===== src/rtl/uart_fifo_tx.sv =====
// UART transmitter that drains a show-ahead FIFO: start bit, DBIT data bits LSB first, stop bits.
// Contains its own 16x-oversampling baud divider, restarted on every pop so frames align to the pop.
module uart_fifo_tx #(
    parameter int DBIT    = 8,
    parameter int SB_TICK = 16,
    parameter int DVSR    = 163,
    parameter int DVSR_W  = 8
) (
    input  logic            clk,
    input  logic            reset,
    input  logic            fifo_empty,
    input  logic [DBIT-1:0] fifo_r_data,
    output logic            fifo_rd,
    output logic            tx,
    output logic            tx_busy,
    output logic            tx_done_tick
);

    typedef enum logic [1:0] {
        IDLE,
        START,
        DATA,
        STOP
    } state_t;

    state_t            state;
    logic [DVSR_W-1:0] div_cnt;
    logic [4:0]        tick_cnt;
    logic [2:0]        bit_cnt;
    logic [DBIT-1:0]   shreg;
    logic [DBIT-1:0]   shreg_shifted;
    logic              s_tick;
    logic              stop_last;
    logic              pop;

    assign s_tick        = (div_cnt == DVSR_W'(DVSR - 1));
    assign stop_last     = (state == STOP) && s_tick && (tick_cnt == 5'(SB_TICK - 1));
    // fifo_empty is only consulted in idle and on the final stop tick, so mid-frame toggles are ignored.
    assign pop           = ~reset && ~fifo_empty && ((state == IDLE) || stop_last);
    assign fifo_rd       = pop;
    assign tx_done_tick  = stop_last;
    assign shreg_shifted = shreg >> 1;

    // NOTE: every register below updates with <= so all flops see the same pre-edge values.
    always_ff @(posedge clk or posedge reset) begin
        if (reset) begin
            div_cnt <= '0;
        end else if ((state == IDLE) || pop || s_tick) begin
            div_cnt <= '0;
        end else begin
            div_cnt <= div_cnt + 1'b1;
        end
    end

    always_ff @(posedge clk or posedge reset) begin
        if (reset) begin
            state    <= IDLE;
            tick_cnt <= '0;
            bit_cnt  <= '0;
            shreg    <= '0;
            tx       <= 1'b1;
            tx_busy  <= 1'b0;
        end else begin
            case (state)
                IDLE: begin
                    if (pop) begin
                        state    <= START;
                        shreg    <= fifo_r_data;
                        tick_cnt <= '0;
                        tx       <= 1'b0;
                        tx_busy  <= 1'b1;
                    end
                end
                START: begin
                    if (s_tick) begin
                        if (tick_cnt == 5'd15) begin
                            state    <= DATA;
                            tick_cnt <= '0;
                            bit_cnt  <= '0;
                            tx       <= shreg[0];
                        end else begin
                            tick_cnt <= tick_cnt + 1'b1;
                        end
                    end
                end
                DATA: begin
                    if (s_tick) begin
                        if (tick_cnt == 5'd15) begin
                            tick_cnt <= '0;
                            shreg    <= shreg_shifted;
                            if (bit_cnt == 3'(DBIT - 1)) begin
                                state <= STOP;
                                tx    <= 1'b1;
                            end else begin
                                bit_cnt <= bit_cnt + 1'b1;
                                tx      <= shreg_shifted[0];
                            end
                        end else begin
                            tick_cnt <= tick_cnt + 1'b1;
                        end
                    end
                end
                STOP: begin
                    if (s_tick) begin
                        if (tick_cnt == 5'(SB_TICK - 1)) begin
                            tick_cnt <= '0;
                            // Chain straight into the next start bit when another word is waiting.
                            if (pop) begin
                                state <= START;
                                shreg <= fifo_r_data;
                                tx    <= 1'b0;
                            end else begin
                                state   <= IDLE;
                                tx      <= 1'b1;
                                tx_busy <= 1'b0;
                            end
                        end else begin
                            tick_cnt <= tick_cnt + 1'b1;
                        end
                    end
                end
                default: begin
                    state <= IDLE;
                end
            endcase
        end
    end

endmodule


===== config.mk =====
export PLATFORM = sky130hd
export DESIGN_NAME = uart_fifo_tx
export DESIGN_NICKNAME = d
export VERILOG_FILES = /design/src/rtl/uart_fifo_tx.sv
export SDC_FILE = /design/constraint.sdc
export NUM_CORES = 1
export LEC_CHECK = 0
export CAP_MARGIN = 15
export CORE_ASPECT_RATIO = 0.8
export CORE_MARGIN = 4
export CORE_UTILIZATION = 51
export CTS_CLUSTER_DIAMETER = 60
export DETAILED_ROUTE_END_ITERATION = 8
export PLACE_DENSITY = 0.82
export SYNTH_ARGS = -nofsm -noshare
export SYNTH_HDL_FRONTEND = slang
export SYNTH_SLANG_ARGS = --single-unit

===== constraint.sdc =====
create_clock -name clk -period 1.9 [get_ports clk]
set_clock_uncertainty 0.05 [all_clocks]
set_input_delay 0.38 -clock clk [delete_from_list [all_inputs] [get_ports clk]]
set_output_delay 0.38 -clock clk [all_outputs]
set_load 0.02 [all_outputs]

==> impl_results.md <==
- Final WS setup: -136 ps
- Post-synth ARST share: 100%
- Ports: 15
- Worst VDD drop: ~0.00033 V
- Clk_lat worst skew: around 280 ps
- Hold-fix buffers, CTS: 0
- Total track usage: about a fifth
- Area growth syn-to-layout: 34.9%
- H-tree level count: 1
- Num CTS Buffers: 3
- Initial drt markers: between 80 and 90
- Max_slew headroom: between 60% and 70%
- Critical path origin: tick_cnt[0]
- Hpwl dp: 3210 microns
- Crit path max fanout: 2
- Status: finished with violations
- CTS sink cnt: 28
- Vias in the first global route: roughly 1,500
- Synthesized area: ~1700 sq um
- Post-DRT Antenna Nets: 0
- Crit Path Class: reg2out
- DR WL/cell: roughly 17 microns
- Final layout net count: ~240
- Worst EP arrival: roughly 1600 ps
- Top cell type's share of synthesized area: 38.9%
- Die Y: roughly 60 microns
- Routed WL: ~4500 microns
- Top area cells in the synthesized netlist: dfrtp_1, ha_1, nor2_1, a22o_1, xor2_1
- Reg2reg end: state[0]
- RSZ-0062 raised after global routing: true
- Mean Syn Cell Area: ~10 sq um
- Fin crit share: 107%
- Final Max Tran Viols: 0
- Largest net degree at the start of global routing: 19
- Crit path capture: fifo_rd
- Core ar.: 3180 sq um
- Fin. Hold Viols: 0
- GRT overflow: 0
- Synth Instances: roughly 170
- Leak: between 0.001 and 0.0015 uW
- Synth Register Bits: 28
- First-pass GRT wire length: roughly 7000 microns
- Vias: 1,533
- Final-layout fill cell count: around 210
- Kind of start point of the critical path: register
- Synth cell types: 53
- Antenna violations before repair: 0
- Post-synth EDFFs: 0
- Setup violators final: 2
- DRT Pass-1 Iters: 4
- DRC: 0
- CTS tree: done
- Fraction of layout cells with a size suffix above 1: a little over a third
- Worst slew pin tran: approximately 530 ps
- Die width: approximately 73 microns
- R2r startpoint: tick_cnt[0]
- Initial Util: between 50 and 60%
- Max_cap viols: 0
- R2R depth: 7
- Failing checks: negative setup slack
- Pre-CTS WS: -319 ps
- Pwr dens: between 400 and 500 nW/um^2
- Inserted Diodes: 0
- Clock Path Buffers: 2
- Total power draw: roughly 1100 uW
- Top_reg_cell synth: dfrtp_1
- Type of the most critical hold path: in2async
- Clock transition at path regs: 100 ps
- Crit path required time: around 1500 ps
- Post-synth top area cell: dfrtp_1
- Worst R2R Setup Slack: ~20 ps
- Syn_nets: between 150 and 200
- Crit. End Element: primary output
- Die area: between 4000 and 5000 sq um
- Fmax achieved: about 0.49 GHz
- Seq/Total Area, Yosys: about 40%
- Buffers added on ports: 14
- Via-per-instance ratio: just under 6
- Root Driver: clkbuf_8
- FP Rows: 18
- Minimum clock period: 2040 ps
- Yosys warning count: 0
- GPL Wtd Cong: roughly 0.80
cells by family after synthesis:
| logic type | count (synthesis) | share of synthesized area (%) |
|---|---|---|
| flip-flops | 28 | 40.4 |
| multiplexers | 1 | 0.576 |
| AND/OR/NAND/NOR | 63 | 20.8 |
| AO/OA/AOI/OAI | 48 | 22.4 |
| XOR/XNOR | 6 | 3.02 |
| adder cells (fa/ha/maj) | 11 | 7.92 |
| buffers and inverters | 16 | 4.90 |
through the flow:
stage	cell area [sq um]	util [%]	TNS [ps]	instances	hold WS, ps
after floorplan	1750	-	0	173	395
after global placement	2160	67.9	-626	253	416
after detailed placement	2160	67.9	-1010	253	437
after CTS	2270	71.6	-245	260	451
after global routing	2340	73.8	-629	261	470
final	2340	73.8	-271	261	444
cell type report:
type                            count  area [sq um]  area share [%]
Multi-Input combinational cell    129          1050            44.7
Sequential cell                    28           702            29.9
Timing Repair Buffer               53           445            19.0
Tap cell                           40          50.0            2.13
Clock buffer                        3          41.3            1.76
Clock inverter                      1          30.0            1.28
Inverter                            7          28.8            1.23
where the power goes:
group	internal [uW]	switching (uW)	total, uW
clock	282	193	476
sequential	596	0	596
combinational	26.3	24.1	50.4
how the worst min path moves through the flow:
stage	to	startpoint	slack, ps	depth (start not counted)
2_1_floorplan	bit_cnt[0]	reset	390	1
3_3_place_gp	tx	tx	420	2
3_5_place_dp	tx	tx	440	2
4_1_cts	shreg[0]	reset	450	2
5_1_grt	tx	tx	470	2
6_report	shreg[0]	reset	440	2
placed cells by master (no fill, tap or decap), drive strengths merged, types with 5 or more instances in the layout:
cell type and n:
or2 5, dfrtp 27, nand2b 5, o21ai 10, inv 7, nor3 6
a22o 8, nand2 7, clkdlybuf4s50 12, xor2 5, o31ai 5, a21oi 5
buf 41, nor2 18, ha 11, nand3 7
cells in the mapped netlist (2+ instances only):
| library cell | count |
|---|---|
| xor2_1 | 5 |
| a22o_1 | 7 |
| nand2_1 | 7 |
| nor2_1 | 18 |
| a21oi_1 | 3 |
| ha_1 | 11 |
| inv_1 | 6 |
| nor3_1 | 6 |
| clkbuf_1 | 6 |
| nand3_1 | 6 |
| or2_2 | 5 |
| buf_6 | 3 |
| o21ai_0 | 7 |
| a21oi_2 | 2 |
| dfrtp_1 | 27 |
| nor4_1 | 3 |
| and3_1 | 2 |
| a21o_1 | 2 |
| nand2b_1 | 5 |
| a2bb2oi_1 | 4 |
| o31ai_1 | 5 |
| o21a_1 | 2 |
worst max-delay path, stage by stage (launching register included):
cell      delay (ps)
dfrtp_1          400
ha_2             190
and4b_1          210
a41oi_2          180
nand2b_4         180
inv_4             30
buf_6            120
registers in the layout (all words and copies together) (netlist names):
name      flops
bit_cnt       3
div_cnt       8
shreg         8
state         2
tick_cnt      5
tx            1
tx_busy       1
repair_timing:
action,in CTS,in global routing
setup endpoints to repair,4,17
gates resized for setup,15,13
buffers inserted,3,2
pin swaps,3,3
metal layers:
| layer | track usage (%) | part of all wire [%] | vias up | routed length [microns] |
|---|---|---|---|---|
| met5 | 0 | 0 | - | 0 |
| li1 | - | - | 727 | - |
| met2 | 36.9 | 51 | 37 | 2300 |
| met1 | 25.7 | 43 | 757 | 1940 |
| met3 | 3.70 | 3.8 | 12 | 174 |
| met4 | 5.00 | 2.5 | 0 | 112 |
(Power assumes the default switching activity.)
